==> src/rtl/axi_rd_txn_guard.sv <==
// axi_rd_txn_guard: passive AXI read-path monitor.
// Tracks outstanding reads, times out AR/first-beat/inter-beat, latches first error.
module axi_rd_txn_guard #(
  parameter int IdWidth  = 4,
  parameter int NumSlots = 8,
  parameter int CntWidth = 16
) (
  input  logic                            clk_i,
  input  logic                            rst_ni,
  input  logic                            enable_i,
  input  logic                            clear_i,
  input  logic                            ar_valid_i,
  input  logic                            ar_ready_i,
  input  logic [IdWidth-1:0]              ar_id_i,
  input  logic [7:0]                      ar_len_i,
  input  logic                            r_valid_i,
  input  logic                            r_ready_i,
  input  logic                            r_last_i,
  input  logic [IdWidth-1:0]              r_id_i,
  input  logic [CntWidth-1:0]             budget_ar_i,
  input  logic [CntWidth-1:0]             budget_first_i,
  input  logic [CntWidth-1:0]             budget_beat_i,
  output logic                            irq_o,
  output logic                            err_valid_o,
  output logic [2:0]                      err_kind_o,
  output logic [IdWidth-1:0]              err_id_o,
  output logic [$clog2(NumSlots+1)-1:0]   outstanding_o,
  output logic                            full_o
);

  localparam int OcW = $clog2(NumSlots + 1);
  localparam int IxW = $clog2(NumSlots);

  localparam logic [2:0] KArStall = 3'd1;
  localparam logic [2:0] KFirst   = 3'd2;
  localparam logic [2:0] KBeat    = 3'd3;
  localparam logic [2:0] KUnexp   = 3'd4;
  localparam logic [2:0] KOvf     = 3'd5;

  typedef logic [CntWidth-1:0] cnt_t;

  typedef struct packed {
    logic               valid;
    logic [IdWidth-1:0] id;
    logic [7:0]         left;
    logic [IxW-1:0]     ahead;
    logic               to;
    logic               seen;
    cnt_t               cnt;
  } slot_t;

  slot_t slot_q [NumSlots];
  slot_t slot_d [NumSlots];

  logic [NumSlots-1:0] hit;
  logic [NumSlots-1:0] tmo;
  logic [IxW-1:0]      hit_idx;
  logic [IxW-1:0]      free_idx;
  logic [IxW-1:0]      new_ahead;
  logic [OcW-1:0]      ahead_cnt;
  logic [OcW-1:0]      occ_d;
  logic [OcW-1:0]      occ_q;
  logic                full_q;

  logic r_fire, ar_fire, stall;
  logic r_hit, retire, any_free, alloc, ovf;
  logic beat;
  cnt_t bud;

  cnt_t ar_cnt_q, ar_cnt_d;
  logic ar_fired_q, ar_fired_d;
  logic ar_tmo;

  logic               ev;
  logic [2:0]         ev_kind;
  logic [IdWidth-1:0] ev_id;

  logic               err_valid_q;
  logic [2:0]         err_kind_q;
  logic [IdWidth-1:0] err_id_q;

  assign r_fire  = r_valid_i & r_ready_i;
  assign ar_fire = ar_valid_i & ar_ready_i;
  assign stall   = ar_valid_i & ~ar_ready_i;
  assign r_hit   = |hit;
  assign retire  = r_fire & r_hit & r_last_i;
  assign alloc   = ar_fire & any_free;
  assign ovf     = ar_fire & ~any_free;

  // Lowest-index matching head slot and lowest-index free slot.
  always_comb begin : lookup
    hit      = '0;
    hit_idx  = '0;
    free_idx = '0;
    any_free = 1'b0;
    for (int i = NumSlots - 1; i >= 0; i--) begin
      hit[i] = slot_q[i].valid &&
               slot_q[i].id == r_id_i &&
               slot_q[i].ahead == '0;
      if (hit[i]) hit_idx = IxW'(i);
      if (!slot_q[i].valid) begin
        free_idx = IxW'(i);
        any_free = 1'b1;
      end
    end
  end

  always_comb begin : ahead_calc
    ahead_cnt = '0;
    for (int i = 0; i < NumSlots; i++) begin
      if (slot_q[i].valid && slot_q[i].id == ar_id_i &&
          !(retire && hit_idx == IxW'(i)))
        ahead_cnt = ahead_cnt + OcW'(1);
    end
    new_ahead = IxW'(ahead_cnt);
  end

  always_comb begin : slot_next
    tmo   = '0;
    beat  = 1'b0;
    bud   = '0;
    occ_d = '0;
    for (int i = 0; i < NumSlots; i++) begin
      slot_d[i] = slot_q[i];
      beat = r_fire && r_hit && hit_idx == IxW'(i);
      bud  = slot_q[i].seen ? budget_beat_i : budget_first_i;
      tmo[i] = enable_i && slot_q[i].valid && !slot_q[i].to &&
               !beat && bud != '0 && slot_q[i].cnt == bud;
      if (slot_q[i].valid) begin
        if (beat) begin
          slot_d[i].cnt  = '0;
          slot_d[i].seen = 1'b1;
          if (r_last_i) slot_d[i].valid = 1'b0;
          else          slot_d[i].left  = slot_q[i].left - 8'd1;
        end else if (enable_i && !slot_q[i].to && !tmo[i] &&
                     slot_q[i].cnt != '1) begin
          slot_d[i].cnt = slot_q[i].cnt + cnt_t'(1);
        end
        if (tmo[i]) slot_d[i].to = 1'b1;
        if (retire && !beat && slot_q[i].id == r_id_i &&
            slot_q[i].ahead != '0)
          slot_d[i].ahead = slot_q[i].ahead - IxW'(1);
      end
      if (alloc && free_idx == IxW'(i)) begin
        slot_d[i].valid = 1'b1;
        slot_d[i].id    = ar_id_i;
        slot_d[i].left  = ar_len_i;
        slot_d[i].ahead = new_ahead;
        slot_d[i].to    = 1'b0;
        slot_d[i].seen  = 1'b0;
        slot_d[i].cnt   = '0;
      end
      occ_d = occ_d + OcW'(slot_d[i].valid);
    end
  end

  // Stall counter fires once per stall episode.
  always_comb begin : ar_stall
    ar_cnt_d   = ar_cnt_q;
    ar_fired_d = ar_fired_q;
    ar_tmo     = enable_i && stall && !ar_fired_q &&
                 budget_ar_i != '0 && ar_cnt_q == budget_ar_i;
    if (!stall) begin
      ar_cnt_d   = '0;
      ar_fired_d = 1'b0;
    end else begin
      if (enable_i && ar_cnt_q != '1) ar_cnt_d = ar_cnt_q + cnt_t'(1);
      if (ar_tmo) ar_fired_d = 1'b1;
    end
  end

  always_comb begin : ev_sel
    ev      = 1'b0;
    ev_kind = '0;
    ev_id   = '0;
    if (ar_tmo) begin
      ev      = 1'b1;
      ev_kind = KArStall;
      ev_id   = ar_id_i;
    end else if (r_fire && !r_hit) begin
      ev      = 1'b1;
      ev_kind = KUnexp;
      ev_id   = r_id_i;
    end else if (ovf) begin
      ev      = 1'b1;
      ev_kind = KOvf;
      ev_id   = ar_id_i;
    end else begin
      for (int i = NumSlots - 1; i >= 0; i--) begin
        if (tmo[i]) begin
          ev      = 1'b1;
          ev_kind = slot_q[i].seen ? KBeat : KFirst;
          ev_id   = slot_q[i].id;
        end
      end
    end
    ev = ev & enable_i;
  end

  always_ff @(posedge clk_i) begin
    if (!rst_ni) begin
      for (int i = 0; i < NumSlots; i++) slot_q[i] <= '0;
      ar_cnt_q    <= '0;
      ar_fired_q  <= 1'b0;
      err_valid_q <= 1'b0;
      err_kind_q  <= '0;
      err_id_q    <= '0;
      occ_q       <= '0;
      full_q      <= 1'b0;
    end else begin
      for (int i = 0; i < NumSlots; i++) slot_q[i] <= slot_d[i];
      ar_cnt_q   <= ar_cnt_d;
      ar_fired_q <= ar_fired_d;
      occ_q      <= occ_d;
      full_q     <= occ_d == OcW'(NumSlots);
      if (clear_i) begin
        err_valid_q <= 1'b0;
        err_kind_q  <= '0;
        err_id_q    <= '0;
      end else if (!err_valid_q && ev) begin
        err_valid_q <= 1'b1;
        err_kind_q  <= ev_kind;
        err_id_q    <= ev_id;
      end
    end
  end

  assign irq_o         = err_valid_q;
  assign err_valid_o   = err_valid_q;
  assign err_kind_o    = err_kind_q;
  assign err_id_o      = err_id_q;
  assign outstanding_o = occ_q;
  assign full_o        = full_q;

endmodule

==> config.mk <==
export PLATFORM = sky130hd
export DESIGN_NAME = axi_rd_txn_guard
export DESIGN_NICKNAME = d
export VERILOG_FILES = /design/src/rtl/axi_rd_txn_guard.sv
export SDC_FILE = /design/constraint.sdc
export NUM_CORES = 1
export LEC_CHECK = 0
export ABC_CLOCK_PERIOD_IN_PS = 11300
export CORE_MARGIN = 2
export CORE_UTILIZATION = 62
export CTS_BUF_LIST = sky130_fd_sc_hd__clkbuf_4
export CTS_CLUSTER_DIAMETER = 30
export DETAILED_ROUTE_END_ITERATION = 8
export HOLD_SLACK_MARGIN = 0.1
export PLACE_DENSITY = 0.87
export SYNTH_ARGS = -nofsm -noshare
export SYNTH_HDL_FRONTEND = slang
export SYNTH_SLANG_ARGS = --single-unit
==> constraint.sdc <==
create_clock -name clk_i -period 11.3 [get_ports clk_i]
set_clock_uncertainty 0.05 [all_clocks]
set_input_delay 2.26 -clock clk_i [delete_from_list [all_inputs] [get_ports clk_i]]
set_output_delay 2.26 -clock clk_i [all_outputs]
set_load 0.005 [all_outputs]
==> flow_summary.yaml <==
outcome:
  status: "complete, no violations"
pwr:
  power_density_nw_per_um2: 104
  p_seq_share_pct: 44.2
  pwr-share-clk_pct: 46.1
  power_frac_comb_pct: 9.7
  swShare_pct: 28.0
  power.internal_mw: 1.38
  power_leakage_nw: 6.23
  p_sw_uw: 535
  vdd_drop_max_mv: 0.0657
synthesis:
  synth_compound_area_share_pct: 9.52
  synth_edf_count: 0
  yosys.area.top_type_share_pct: 28.7
  avgSynthCellArea_um2: 8.00
  synthTopCellsByArea: "dfxtp_1 29%, xnor2_1 10%, mux2i_1 9.6%"
  synthArstFlopShare_pct: 0
  synth_top_family_by_area: "simple AND/OR/NAND/NOR gates"
  synth_cells: 2076
  dominantRegCellSynth: "dfxtp_1"
  synth-seq-cells: 238
  synthAdderAreaFrac_pct: 3.12
  synth_commonest_cells: "246 x nor2_1, 238 x dfxtp_1, 210 x nand2_1"
  ys_seq_area_share_pct: 28.7
  synthSimpleGateAreaFrac_pct: 26.4
  yosysMostFrequentCell: "nor2_1"
  synthXorXnorAreaFrac_pct: 17.6
  syn-num-nets: 2188
  muxShareOfSynthArea_pct: 9.94
  synth_cell_types: 89
  ys_warn_count: 0
  synth_area_um2: 16600
  synth_area_leader_cell: "dfxtp_1"
die:
  fp.coreArea_um2: 26200
  die_w_um: 168
  io_pins: 87
  die_y_um: 168
  fp-row-count: 59
  initial_core_util_pct: 63.4
  die_area_um2: 28100
layout:
  nets: 2243
  synthToLayoutAreaGrowth_pct: 10.8
  drive_gt1_share_pct: 7.81
  n_fill_cell: 2091
route:
  first_pass_iters: 7
  drc: 0
  vias_per_cell: 6.45
  vias: 16300
  drt_iter0_markers: 1883
  ant_nets: 0
  post_drt_wl_per_cell_um: 20.3
  wl_mm: 51.3
sta:
  fmax_ghz: 0.115
  setup_slack_ns: 2.62
  tightestPinTransition_ns: 1.07
  hold_violations: 0
  hold_slack_ns: 0.407
  slew_violations: 0
  min_period_ns: 8.68
  relSlewSlack_pct: 28.6
  finalCritPeriodShare_pct: 76.8
  rsz0062_at_grt: "no"
  setup_tns_ns: 0
  setup_violations: 0
grt:
  overflow: 0
  grt_pass1_vias: 15700
  track_usage_pct: 35.8
  grt_start_max_net_pins: 62
  antenna_found_initial: 1
  grt_pass1_wl_mm: 81.1
cts:
  numCtsBuffers: 75
  cts_root_buffer: "clkbuf_4"
  hold_buffers: 0
  clk_path_buf_depth: 3
  clkLatencyLatePin_ns: 0.73
  h-tree-depth: 3
  cts-resized-gates: 0
  cts_tree: "yes"
  cts.clk_slew.worst_paths_ns: 0.06
  clkSinkCount: 238
  cts_setup_buffers: 0
placement:
  hpwl_mm: 35.8
  port_buffers: 78
  place_ws_ns: 2.11
  gp_congestion: 1.02
critical_path:
  cp-end-kind: "flip-flop"
  crit_arrival_ns: 9.18
  critPathMaxFanout: 9
  crit_path_start_kind: "input port"
  crit_required_ns: 11.80
  crit_type: "input port to flip-flop"
job:
  cap_violations: 0
worst_hold_path:
  hold_path.class: "flip-flop to flip-flop"
-- layer usage --
layer	up-vias	GRT usage, %	wire, um
met4	0	18.7	2810
li1	7394	-	-
met5	-	0	0
met1	7594	45.1	20100
met3	281	10.6	5930
met2	1048	55.6	22500
-- layout make-up --
type / instances / area, um^2 / area share, %
tap: 335 / 419 / 2.28
timing repair buffer: 98 / 931 / 5.06
clock inverter: 40 / 246 / 1.34
inverter: 64 / 240 / 1.31
multi-input combinational: 1654 / 11100 / 60.2
antenna: 4 / 10.0 / 0.0544
sequential: 238 / 4760 / 25.9
clock buffer: 95 / 713 / 3.88
-- kinds of logic (layout without fill, tap and decap cells) --
logic type,Yosys count,in the layout
DFF,238,238
AOI/OAI and AO/OA,237,237
and+or+nand+nor,884,884
buffers and inverters,184,297
xor gates and xnor gates,330,330
other,0,4
muxes,164,164
adders and majority gates,39,39
-- final timing paths --
check	cells after the start	end	start	slack, ns
max	28	slot_q[0][54]	r_id_i[2]	2.62
min	1	slot_q[0][187]	slot_q[0][187]	0.41
max reg2reg	27	slot_q[0][54]	slot_q[0][29]	4.64
min reg2reg	1	slot_q[0][187]	slot_q[0][187]	0.41
-- sequential cells by signal, indices dropped and copies added, names as in the netlist --
register       flops
err_valid_o        1
full_o             1
err_id_o           4
slot_q           208
ar_fired_q         1
err_kind_o         3
outstanding_o      4
ar_cnt_q          16
-- stage by stage --
stage	area, um^2	cells	power, mW	utilization [%]
after floorplan	16600	2076	0.974	-
after global placement	17400	2389	1.04	66.5
after detailed placement	17400	2389	1.04	66.5
after CTS	18400	2524	1.92	70.2
after global routing	18400	2528	1.98	70.2
final	18400	2528	1.91	70.2
-- cell usage in the layout, fill, tap and decap left out, types with 8 or more instances in the layout --
cell and instances:
nand2_1 210, nand4_1 57, and4_1 16, nor3_1 62
and2_1 10, nor4_1 51, nand3b_1 15, o21ai_0 43
or3_1 29, nor2b_1 9, clkbuf_4 95, clkdlybuf4s50_1 78
dfxtp_1 238, nand3_1 89, inv_1 62, a21oi_1 86
mux2i_1 159, buf_4 20, xnor2_1 189, a31oi_1 8
nand2b_1 9, clkinv_1 23, nor2_1 246, xor2_1 137
o211ai_1 9, and3_1 33, ha_1 35, clkinv_2 11
-- critical path, stage by stage --
cell and delay (ns):
clkdlybuf4s50_1 0.88, xnor2_1 0.21, nand4_1 0.38, nor2_1 0.40
nor3_1 0.23, nand2_1 0.11, nand2_1 0.12, or4_1 0.65
inv_1 0.10, ha_1 0.27, xnor2_2 0.25, ha_1 0.27
a211o_1 0.25, o21a_1 0.11, ha_1 0.30, nand2_1 0.07
nand2_1 0.05, ha_1 0.29, nor2b_1 0.11, a21oi_1 0.07
ha_1 0.30, mux2_2 0.28, ha_1 0.20, o2111ai_1 0.11
xnor2_1 0.15, xnor3_1 0.44, a21oi_1 0.26, nor2_1 0.05
-- power groups by stage --
stage | logic (mW) | clock network, mW | registers [mW]
3_3_place_gp | 0.172 | 0 | 0.864
5_1_grt | 0.193 | 0.941 | 0.845
3_5_place_dp | 0.176 | 0 | 0.864
6_report | 0.185 | 0.882 | 0.846
4_1_cts | 0.177 | 0.896 | 0.845
2_1_floorplan | 0.112 | 0 | 0.862
Power figures use the tool's default switching activity.
